[config.mk]
export PLATFORM = sky130hd
export DESIGN_NAME = jk_monitor
export DESIGN_NICKNAME = d
export VERILOG_FILES = /design/src/rtl/jk_pkg.sv /design/src/rtl/sat_counter.sv /design/src/rtl/jk_monitor.sv
export SDC_FILE = /design/constraint.sdc
export NUM_CORES = 1
export LEC_CHECK = 0
export CORE_ASPECT_RATIO = 2
export CORE_UTILIZATION = 40
export DETAILED_ROUTE_END_ITERATION = 10
export GPL_ROUTABILITY_DRIVEN = 1
export PLACE_DENSITY = 0.76
export SLEW_MARGIN = 20
export SYNTH_ARGS = -nofsm -noshare
export SYNTH_HDL_FRONTEND = slang
export SYNTH_HIERARCHICAL = 1
export SYNTH_SLANG_ARGS = --single-unit
[constraint.sdc]
create_clock -name clk -period 2 [get_ports clk]
set_input_delay 0.4 -clock clk [delete_from_list [all_inputs] [get_ports clk]]
set_output_delay 0.4 -clock clk [all_outputs]
set_load 0.01 [all_outputs]
[src/rtl/jk_pkg.sv]
// Shared JK flip-flop definitions: {j,k} input encodings and the next-state model.
// Reused by the flop model, the monitor and later JK blocks.
package jk_pkg;

  localparam logic [1:0] JK_HOLD = 2'b00;
  localparam logic [1:0] JK_RST  = 2'b01;
  localparam logic [1:0] JK_SET  = 2'b10;
  localparam logic [1:0] JK_TGL  = 2'b11;

  function automatic logic jk_next(input logic [1:0] jk, input logic q);
    logic w_next;
    w_next = q;
    unique case (jk)
      JK_HOLD: w_next = q;
      JK_RST:  w_next = 1'b0;
      JK_SET:  w_next = 1'b1;
      JK_TGL:  w_next = ~q;
      default: w_next = q;
    endcase
    return w_next;
  endfunction

endpackage

[src/rtl/sat_counter.sv]
// Saturating up-counter with synchronous active-low reset and synchronous clear.
// Clear takes priority over an increment in the same cycle.
module sat_counter #(
  parameter int W = 8
) (
  input  logic         clk,
  input  logic         rstn,
  input  logic         clr,
  input  logic         inc,
  output logic [W-1:0] cnt
);

  logic [W-1:0] r_cnt;

  always_ff @(posedge clk) begin
    if (!rstn) begin
      r_cnt <= '0;
    end else if (clr) begin
      r_cnt <= '0;
    end else if (inc && (r_cnt != {W{1'b1}})) begin
      r_cnt <= r_cnt + 1'b1;
    end
  end

  assign cnt = r_cnt;

endmodule

[src/rtl/jk_monitor.sv]
// Observer for a single JK flop: registered edge pulses, toggle count, last high-run
// length and a sticky divergence flag against the cycle-accurate JK model.
module jk_monitor
  import jk_pkg::*;
#(
  parameter int CNT_W = 8,
  parameter int LEN_W = 8
) (
  input  logic             clk,
  input  logic             rstn,
  input  logic             j,
  input  logic             k,
  input  logic             q,
  input  logic             clr,
  output logic             rise,
  output logic             fall,
  output logic [CNT_W-1:0] toggle_cnt,
  output logic [LEN_W-1:0] high_len,
  output logic             mismatch,
  output logic [CNT_W-1:0] mis_cnt
);

  logic             r_j_s;
  logic             r_k_s;
  logic             r_q_s;
  logic             r_valid;
  logic             r_rise;
  logic             r_fall;
  logic [LEN_W-1:0] r_run;
  logic [LEN_W-1:0] r_high_len;
  logic             r_mismatch;

  logic w_exp;
  logic w_rise_ev;
  logic w_fall_ev;
  logic w_tgl_ev;
  logic w_mis_ev;

  // Events only count once a baseline sample exists (r_valid).
  assign w_exp     = jk_next({r_j_s, r_k_s}, r_q_s);
  assign w_rise_ev = r_valid & q & ~r_q_s;
  assign w_fall_ev = r_valid & ~q & r_q_s;
  assign w_tgl_ev  = w_rise_ev | w_fall_ev;
  assign w_mis_ev  = r_valid & (q ^ w_exp);

  always_ff @(posedge clk) begin
    if (!rstn) begin
      r_j_s      <= 1'b0;
      r_k_s      <= 1'b0;
      r_q_s      <= 1'b0;
      r_valid    <= 1'b0;
      r_rise     <= 1'b0;
      r_fall     <= 1'b0;
      r_run      <= '0;
      r_high_len <= '0;
      r_mismatch <= 1'b0;
    end else begin
      r_j_s   <= j;
      r_k_s   <= k;
      r_q_s   <= q;
      r_valid <= 1'b1;
      r_rise  <= w_rise_ev;
      r_fall  <= w_fall_ev;
      if (clr) begin
        r_run      <= '0;
        r_high_len <= '0;
        r_mismatch <= 1'b0;
      end else if (r_valid) begin
        if (q) begin
          if (r_run != {LEN_W{1'b1}}) r_run <= r_run + 1'b1;
        end else begin
          if (w_fall_ev) r_high_len <= r_run;
          r_run <= '0;
        end
        if (w_mis_ev) r_mismatch <= 1'b1;
      end
    end
  end

  sat_counter #(
    .W(CNT_W)
  ) u_toggle_cnt (
    .clk  (clk),
    .rstn (rstn),
    .clr  (clr),
    .inc  (w_tgl_ev),
    .cnt  (toggle_cnt)
  );

  sat_counter #(
    .W(CNT_W)
  ) u_mis_cnt (
    .clk  (clk),
    .rstn (rstn),
    .clr  (clr),
    .inc  (w_mis_ev),
    .cnt  (mis_cnt)
  );

  assign rise     = r_rise;
  assign fall     = r_fall;
  assign high_len = r_high_len;
  assign mismatch = r_mismatch;

endmodule

# [Word level (Yosys, flattened, before mapping)]
# Index checks and enable logic that the tools add are counted.
[op_classes] n_addsub=3 n_eq_ne=7 muxes=4 bitwise=10 n_reduce_logical=7
[ops] cell="8-bit by 1-bit adder with 8-bit output (second input constant)" n=3
[ops] cell="8-bit != test (second input constant)" n=3
[ops] cell="8-bit two-way mux" n=2
[ops] cell="1-bit AND" n=5
[ops] cell="2-bit equality test (second input constant)" n=2
[ops] cell="1-bit case mux with 4 select lines" n=1
[ops] cell="2-bit AND reduction" n=2
[ops] cell="1-bit NOT" n=3
[ops] cell="3-bit AND reduction" n=1
[ops] cell="2-bit by 1-bit equality test with 1-bit output (second input constant)" n=1
[ops] cell="1-bit logical AND" n=2
[ops] cell="2-bit zero test" n=1
[ops] cell="2-bit by 1-bit != test with 1-bit output (second input constant)" n=1
[ops] cell="2-bit OR reduction" n=1
[ops] cell="1-bit two-way mux" n=1
[ops] cell="1-bit OR" n=1
[ops] cell="1-bit XOR" n=1
[totals] register_bits=39 inputBits=6 out_inout_bits=27 word_cells=42

# [Logic depth before layout (Yosys ltp)]
# Gate-level depths: netlist (run 1).
[logic_depth] depth_word=5 ltp_mapped=7 mapped_depth_nobuf=7

# [Modules after synthesis]
# Netlist (run 1), hierarchy kept.
[modules_own_cells] mod="jk_monitor" instances=1 cells_each=102 area_per_inst_um2=991.0 seq_area_each_um2=460.4
[modules_own_cells] mod="sat_counter" instances=2 cells_each=46 area_per_inst_um2=421.7 seq_area_each_um2=160.2

# [Worst setup path after synthesis (run 1)]
# Ideal clock, no wire load.
[synth_path] kind="input port to flip-flop" start="input q" end="register u_mis_cnt.r_cnt[5] (netlist: u_mis_cnt/cnt[5])" setup_ps=72 arrival_time_ps=1449 required_time_ps=1928 path_slack_ps=480 cell_stages=6 n_path_buf=1 cell_sequence="clkbuf_8 > xnor2_1 > and2_1 > nand4_1 > a211oi_2 > mux2i_1"
[synth_via] elab_chain_len=3
[synth_rtl] element="start: declaration" line_no="jk_monitor.sv:13" text="input logic q,"
[synth_rtl] element="1-bit XOR" line_no="jk_monitor.sv:44" text="assign w_mis_ev = r_valid & (q ^ w_exp);"
[synth_rtl] element="1-bit AND" line_no="jk_monitor.sv:44"
[synth_rtl] element="net w_mis_ev" line_no="jk_monitor.sv:37" text="logic w_mis_ev;"
[synth_rtl] element="1-bit logical AND" line_no="sat_counter.sv:20" text="end else if (inc && (r_cnt != {W{1'b1}})) begin"
[synth_rtl] element="end signal: assignment" line_no="sat_counter.sv:21" text="r_cnt <= r_cnt + 1'b1;"
[synth_rtl] element="end: declaration" line_no="sat_counter.sv:13" text="logic [W-1:0] r_cnt;"
# The timed path passes the listed nets, and every way through them passes these cells.
# A chain may end at the register's enable or synchronous reset.

# [Worst setup path in the final report (run 1)]
# Same ends and word-level chain as after synthesis.

==> results of run 1 <==
-- where the power goes --
part	internal (uW)	switching [uW]
combinational	48.6	48.9
sequential	786	8.52
clock	238	261
total	1070	318
-- flip-flops by register name, summed over array words and instances, names as in the netlist, 8 cells and up --
signal	flops
high_len	8
r_run	8
u_mis_cnt/cnt	8
u_toggle_cnt/cnt	8
-- area by class of cell --
cell class / count / area (um^2) / share of cell area
multi-input combinational: 144 / 978.4 / 0.4234
sequential: 39 / 780.7 / 0.3378
timing repair buffer: 39 / 385.4 / 0.1668
clock buffer: 5 / 68.82 / 0.02978
tap: 54 / 67.56 / 0.02924
clock inverter: 3 / 15.01 / 0.006497
inverter: 4 / 15.01 / 0.006497
-- stage by stage --
stage / power, uW / setup TNS, ns / utilization
2_1_floorplan: 868.9 / 0 / -
3_3_place_gp: 907.5 / -0.01105 / 0.5083
3_5_place_dp: 909.8 / -0.1965 / 0.5083
4_1_cts: 1408 / 0 / 0.5274
5_1_grt: 1461 / 0 / 0.5274
6_report: 1391 / 0 / 0.5274
-- worst register-to-register path, delay by kind of cell, from the launching register on --
family	cells	cell delay (ns)
simple gates	2	0.45
flops	1	0.43
compound gates	2	0.40
mux	1	0.21
xor+xnor	1	0.18
-- routing by layer --
metal	global-route usage	vias up	share of wire
li1	-	797	-
met4	0.1033	0	0.021
met1	0.1853	754	0.39
met2	0.3170	51	0.56
met5	0	-	0
met3	0.03271	6	0.032
-- kinds of logic after synthesis --
family                   count (synthesis)
flip-flops                              39
buffers and inverters                   11
XOR/XNOR                                 3
adder cells (fa/ha/maj)                  3
AND/OR/NAND/NOR                         83
multiplexers                            16
AO/OA/AOI/OAI                           39
-- cells in the mapped netlist, drive strengths merged (3+ instances only) --
| cell type | instances |
|---|---|
| dfxtp | 39 |
| mux2i | 15 |
| nor2 | 15 |
| nand2 | 14 |
| and4 | 12 |
| a21oi | 11 |
| o21ai | 9 |
| nor2b | 8 |
| nand2b | 7 |
| nand3 | 6 |
| nand4 | 6 |
| nor3 | 5 |
| a211oi | 4 |
| a31oi | 4 |
| and3 | 4 |
| clkbuf | 4 |
| inv | 4 |
| a311oi | 3 |
| and2 | 3 |
| buf | 3 |
| ha | 3 |
-- worst max path at each step --
stage	endpoint	slack [ns]	cells after the start
3_3_place_gp	u_mis_cnt/cnt[5]	-0.01	6
6_report	u_mis_cnt/cnt[5]	0.17	6
2_1_floorplan	u_mis_cnt/cnt[5]	0.48	6
4_1_cts	u_mis_cnt/cnt[5]	0.20	6
3_5_place_dp	u_mis_cnt/cnt[5]	-0.08	6
5_1_grt	u_mis_cnt/cnt[5]	0.12	6
==> impl_metrics.ini, run 1 <==
[clocking]
path_clk_slew_ns = 0.07
insertion_delay_ns = 0.28
clock_path_buffers = 2
cts_root_buffer = clkbuf_8
cts_setup_buffers = 0
numCtsBuffers = 5
hold_buffers = 0
cts.sinks = 39
h-tree-depth = 2
cts_tree = done
cts-resized-gates = 0

[drt]
vias_per_cell = 5.583
drc = 0
drtAntennaViolNets = 0
first_iter_violations = 40
num_vias = 1608
drt_wl_total_mm = 3.895
wl_per_cell_um = 13.52
first_pass_iters = 4

[placement]
port_buffers = 32
dp_cells = 280
dp_hpwl_mm = 2.869
dp_slack_ns = -0.07511
place.gp.congestion = 0.8587
post_dp_cell_area_um2 = 2227

[synth]
synth_top_area_cell = dfxtp_1
ys_seq_area_frac = 0.4256
ys_ff_latch = 39
yosys.cell_types.count = 43
synth_top_family_by_area = simple AND/OR/NAND/NOR gates
avgSynthCellArea_um2 = 9.455
synth_edf_count = 0
muxShareOfSynthArea = 0.08799
yosysTopAreaCellShare = 0.4256
synth-xor-area-share = 0.01432
synth_area_um2 = 1834
async_flop_share = 0
ys.flop_type = dfxtp_1
synth_fa_ha_area_frac = 0.02046
synthTopCellsByArea = dfxtp_1, mux2i_1, and4_1
synthCells = 194
syn-num-nets = 203
yosysWarningCount = 6
synthSimpleGateAreaFrac = 0.2640
synth-compound-area-share = 0.1467

[floorplan]
start_util = 0.4186
num_rows = 34
coreArea_um2 = 4382
die_h_um = 97.77
dieArea_um2 = 4877
die_w_um = 49.89
num_io_pins = 33

[worst_setup_path]
cp_top_family = buffers and inverters
cp_slowest_cell = clkdlybuf4s50_1
r2r-end = u_mis_cnt/cnt[5]
path_cells = clkdlybuf4s50_1 -> xnor2_1 -> and2_1 -> nand4_1 -> a211oi_2 -> mux2i_1
path_class = in -> reg
critPathBufInv = 1
ff2ff_setup_slack_ns = 0.26
crit_fanout = 6
cp.arrival_ns = 2.04
start_kind = input port
setup.worst_path.start = q
reg2reg_depth = 6
end_kind = flop
cp_slowest_stage_delay_ns = 0.56
critPathRequiredTime_ns = 2.21
r2r-start = r_q_s

[sta]
slew_viol_final = 0
timing.hold.ws_ns = 0.5008
layout_setup_ws_ns = 0.1723
slew_headroom = 0.6519
timing.fmax_mhz = 547.1
rsz0062_at_grt = false
setup-violations-final = 0
skew_ns = 0.002305
post-route-period-util = 0.9139
hold_viol = 0
tightest_slew_ns = 0.5166
period_needed_ns = 1.828

[cells_and_area]
nets = 242
drive_above_1_share = 0.1197
diodes = 0
layout_commonest_cell = dfxtp_1
nFillCells = 409
mostFrequentLayoutCells = dfxtp_1, clkdlybuf4s50_1, nor2_1, mux2i_1, nand2_1
area_delta_synth_final_pct = 25.99
fin_cells = 288
fin_area_um2 = 2311

[global_route]
grt_pass1_vias = 1587
antenna_found_initial = 0
overflow = 0
grt_max_degree = 13
grt_first_pass_wirelength_mm = 6.748
grt_usage = 0.1774

[hold_path]
holdPathStages = 2
hold_path.class = reg -> reg
hp-start = high_len[4]
hold-path-endpoint = high_len[4]

[run_status]
outcome = complete, no violations

[power_and_ir_drop]
ir_worst_vdd_uv = 466.6
p_leak_uw = 0.0008957
p_per_area_nw_per_um2 = 601.8

[job]
maxCapViolations = 0
No activity file was read; power rests on OpenSTA's default activity.
==> inputs of run 2 (changes only) <==
Settings changed: SYNTH_HIERARCHICAL 1 to not set.
==> impl_metrics.ini, run 2 <==
[sta]
slew_headroom = 0.6667
tightest_slew_ns = 0.4961
rsz0062_at_grt = false
timing.fmax_mhz = 533.5
setup-violations-final = 0
skew_ns = 0.004494
hold_viol = 0
fin_tns_setup_ns = 0
slew_viol_final = 0
period_needed_ns = 1.874
post-route-period-util = 0.9372

[placement]
port_buffers = 32
place.gp.congestion = 0.8522
dp_hpwl_mm = 2.878

[clocking]
cts_tree = done
cts-resized-gates = 0
cts.sinks = 39
clock_path_buffers = 2
cts_root_buffer = clkbuf_8
numCtsBuffers = 5
hold_buffers = 0
cts_setup_buffers = 0
insertion_delay_ns = 0.30
h-tree-depth = 2
path_clk_slew_ns = 0.07

[hold_path]
hold_path.class = reg -> reg
hold-path-endpoint = mismatch
hp-start = mismatch
holdPathStages = 2

[power_and_ir_drop]
ir_worst_vdd_uv = 746.3
total_power_uw = 1583
p_per_area_nw_per_um2 = 694.0
p_leak_uw = 0.0008328

[global_route]
met1_usage = 0.1588
grt_first_pass_wirelength_mm = 6.617
overflow = 0
grtUsageMet2 = 0.3732
grt_usage = 0.1923
grt_pass1_vias = 1613
antenna_found_initial = 0
busiest_layer = met2
met3_usage = 0.04625
grt_max_degree = 17

[floorplan]
die_h_um = 95.08
num_rows = 33
die_w_um = 48.54
coreArea_um2 = 4129
num_io_pins = 33
dieArea_um2 = 4615
start_util = 0.4197

[synth]
synth_area_um2 = 1733
ys_seq_area_frac = 0.4505
ys.flop_type = dfxtp_1
async_flop_share = 0
synth_top_area_cell = dfxtp_1
yosys.cell_types.count = 41
yosysMostFrequentCell = dfxtp_1
ys_top_cells_by_count = dfxtp_1, nand2_1, nor2_1
yosysTopAreaCellShare = 0.4505
avgSynthCellArea_um2 = 8.752
yosysWarningCount = 0
syn-num-nets = 207
ys_ff_latch = 39
synthCells = 198
synthTopCellsByArea = dfxtp_1, nand2_1, nor2_1
synth_edf_count = 0

[run_status]
outcome = complete, no violations

[worst_setup_path]
reg2reg_depth = 5
cp.arrival_ns = 2.07
crit_fanout = 5
critPathRequiredTime_ns = 2.19
r2r-start = r_q_s
path_class = in -> reg
end_kind = flop
r2r-end = u_toggle_cnt.cnt[7]
ff2ff_setup_slack_ns = 0.33
start_kind = input port

[cells_and_area]
diodes = 0
drive_above_1_share = 0.1167
layout_commonest_cell = dfxtp_1
area_delta_synth_final_pct = 31.62
mostFrequentLayoutCells = dfxtp_1, clkdlybuf4s50_1, nand2_1, nor2_1, buf_4
nFillCells = 383
fin_util = 0.5524
nets = 248

[drt]
vias_per_cell = 5.479
drc = 0
first_pass_iters = 4
drt_wl_total_mm = 3.847
num_vias = 1600
drtAntennaViolNets = 0
first_iter_violations = 18
wl_per_cell_um = 13.17

[job]
maxCapViolations = 0
## run 2: cell types whose count changed in the layout (fill, tap and decap cells not counted), sizes merged, moves of 6 or more
| cell | before | now |
|---|---|---|
| and4 | 12 | 3 |
| buf | 7 | 13 |
| mux2i | 15 | 7 |
| nand2 | 14 | 22 |
| nand2b | 7 | 1 |
| nor2b | 8 | 2 |
## run 2: critical path: stages
cell and delay [ns]:
clkdlybuf4s50_1 0.57, xor2_1 0.24, nand3_1 0.20, nor4_1 0.44, xnor2_1 0.17, nor2_1 0.05
## run 2: worst max-delay path by stage
stage,from,to,cells past startpoint,slack [ns]
CTS,q,u_toggle_cnt.cnt[7],6,0.15
global placement,q,u_toggle_cnt.cnt[5],6,-0.1
finish,q,u_toggle_cnt.cnt[7],6,0.13
floorplan,q,u_mis_cnt.cnt[4],7,0.35
global route,q,u_toggle_cnt.cnt[7],6,0.06
detailed placement,q,u_toggle_cnt.cnt[7],6,-0.18
## run 2: logic make-up after synthesis
kind of cell,Yosys count,synth area share
buffers and inverters,14,0.04404
flip-flops,39,0.4505
multiplexers,7,0.04043
AO/OA/AOI/OAI,33,0.1213
XOR/XNOR,8,0.04043
AND/OR/NAND/NOR,94,0.2816
adder cells (fa/ha/maj),3,0.02166
## run 2: cell type report
cell class / instances / area (um^2) / share of cell area
well taps: 52 / 65.06 / 0.02852
repair buffers: 45 / 430.4 / 0.1887
clock buffers: 6 / 82.58 / 0.03620
clock inverters: 2 / 35.03 / 0.01536
multi-input cells: 145 / 875.8 / 0.3840
inverters: 3 / 11.26 / 0.004937
flip-flops and latches: 39 / 780.7 / 0.3423
## run 2: report_power, final
| part | total (uW) | switching [uW] | internal (uW) |
|---|---|---|---|
| clock | 678 | 275 | 403 |
| combinational | 112 | 58.1 | 54.3 |
| sequential | 792 | 7.24 | 785 |
## run 2: per-stage QoR
stage               setup WS (ns)  hold slack [ns]  cells  cell area [um^2]
finish                     0.1255           0.4702    292              2281
global route              0.05789           0.5266    292              2281
CTS                        0.1517           0.4751    292              2281
detailed placement        -0.1758           0.4580    284              2163
global placement         -0.09507           0.4498    284              2163
floorplan                  0.3518           0.4277    198              1733
## run 2: routing by layer
metal | routed length [um] | vias to the layer above | share of wire
li1 | - | 788 | -
met1 | 1371 | 758 | 0.36
met2 | 2163 | 39 | 0.56
met3 | 148 | 15 | 0.038
met4 | 163 | 0 | 0.042
met5 | 0 | - | 0
==> inputs of run 3 (changes only) <==
Settings changed: CELL_PAD_IN_SITES_DETAIL_PLACEMENT set to 1, CELL_PAD_IN_SITES_GLOBAL_PLACEMENT set to 1, CORE_UTILIZATION 40 to 38, PLACE_DENSITY 0.76 to 0.9, SLEW_MARGIN 20 to not set.
==> impl_metrics.ini, run 3 (synthesized netlist as in run 2, its figures left out) <==
[floorplan]
num_io_pins = 33
start_util = 0.3994
die_h_um = 97.50
num_rows = 34
coreArea_um2 = 4339
die_w_um = 49.75
dieArea_um2 = 4851

[drt]
first_pass_iters = 4
drtAntennaViolNets = 0
first_iter_violations = 22
num_vias = 1612
drt_wl_total_mm = 4.466
drc = 0
vias_per_cell = 5.483
wl_per_cell_um = 15.19

[cells_and_area]
diodes = 0
drive_above_1_share = 0.1208
area_delta_synth_final_pct = 30.04
mostFrequentLayoutCells = dfxtp_1, clkdlybuf4s50_1, nand2_1, nor2_1, buf_4
fin_util = 0.5193
layout_commonest_cell = dfxtp_1
nets = 248
nFillCells = 514

[run_status]
outcome = complete, no violations

[sta]
slew_viol_final = 0
hold_viol = 0
post-route-period-util = 0.9451
timing.fmax_mhz = 529.1
setup-violations-final = 0
slew_headroom = 0.7239
tightest_slew_ns = 0.4120
fin_tns_setup_ns = 0
skew_ns = 0.005603
period_needed_ns = 1.890

[global_route]
met1_usage = 0.1905
grt_pass1_vias = 1692
grt_max_degree = 17
met3_usage = 0.04225
overflow = 0
grt_first_pass_wirelength_mm = 7.438
busiest_layer = met2
grt_usage = 0.1991
grtUsageMet2 = 0.3586
antenna_found_initial = 0

[worst_setup_path]
start_kind = input port
critPathRequiredTime_ns = 2.19
cp.arrival_ns = 2.08
end_kind = flop
crit_fanout = 5
path_class = in -> reg

[hold_path]
hold_path.class = reg -> reg

[clocking]
insertion_delay_ns = 0.30
cts_setup_buffers = 0
cts_root_buffer = clkbuf_8
clock_path_buffers = 2
cts.sinks = 39
cts_tree = done
numCtsBuffers = 5
path_clk_slew_ns = 0.07
h-tree-depth = 2

[power_and_ir_drop]
ir_worst_vdd_uv = 563.1
p_per_area_nw_per_um2 = 630.9
total_power_uw = 1422
p_leak_uw = 0.0008093

[placement]
place.gp.congestion = 0.8589
port_buffers = 32
dp_hpwl_mm = 3.354

[job]
maxCapViolations = 0
==> run 3: cell count changes in the layout (fill, tap and decap cells not counted), sizes merged <==
| cell | previous run | this run |
|---|---|---|
| bufinv | 1 | 0 |
| clkbuf | 6 | 7 |
==> run 3: cell type report <==
| class | count | area (um^2) | area share |
|---|---|---|---|
| flip-flops and latches | 39 | 780.7 | 0.3465 |
| repair buffers | 45 | 417.9 | 0.1855 |
| clock buffers | 7 | 76.32 | 0.03387 |
| multi-input cells | 145 | 894.6 | 0.3970 |
| well taps | 54 | 67.56 | 0.02998 |
| clock inverters | 1 | 5.005 | 0.002221 |
| inverters | 3 | 11.26 | 0.004997 |
==> run 3: worst paths after layout <==
check,endpoint,slack (ns),depth (start not counted),from
setup / recovery,u_toggle_cnt.cnt[6],0.11,6,q
hold / removal,high_len[7],0.47,2,high_len[7]
setup reg to reg,r_run[0],0.27,6,r_run[0]
hold reg to reg,high_len[7],0.47,2,high_len[7]
==> run 3: what timing repair did <==
item | in CTS | in global routing
gates resized for setup | 0 | 3
hold buffers | 0 | 0
setup endpoints to repair | 0 | 3
==> run 3: per-stage QoR <==
step	hold WS [ns]	std cells	instance area, um^2	setup slack, ns
3_5_place_dp	0.4597	286	2153	-0.2003
2_1_floorplan	0.4277	198	1733	0.3518
3_3_place_gp	0.4525	286	2153	-0.1200
4_1_cts	0.4733	294	2235	0.09081
6_report	0.4725	294	2253	0.1098
5_1_grt	0.5033	294	2253	-0.004611
==> run 3: report_power, final <==
group	switching, uW	internal, uW	leakage [uW]
Clock	270	245	0.0000422
Combinational	58.2	54.6	0.000451
Sequential	8.32	785	0.000316
Total	337	1080	0.000809
==> run 3: critical path, cell delays in order <==
cell	delay, ns
clkdlybuf4s50_1	0.60
xor2_2	0.20
nand3_1	0.22
nor4_1	0.42
xnor2_1	0.17
nor2_1	0.07
==> run 3: metal layers <==
layer  wire length (um)  part of all wire  up-vias
li1                   -                 -      783
met1               1667              0.37      784
met2               2521              0.56       33
met3                118             0.026       12
met4                159             0.036        0
met5                  0                 0        -
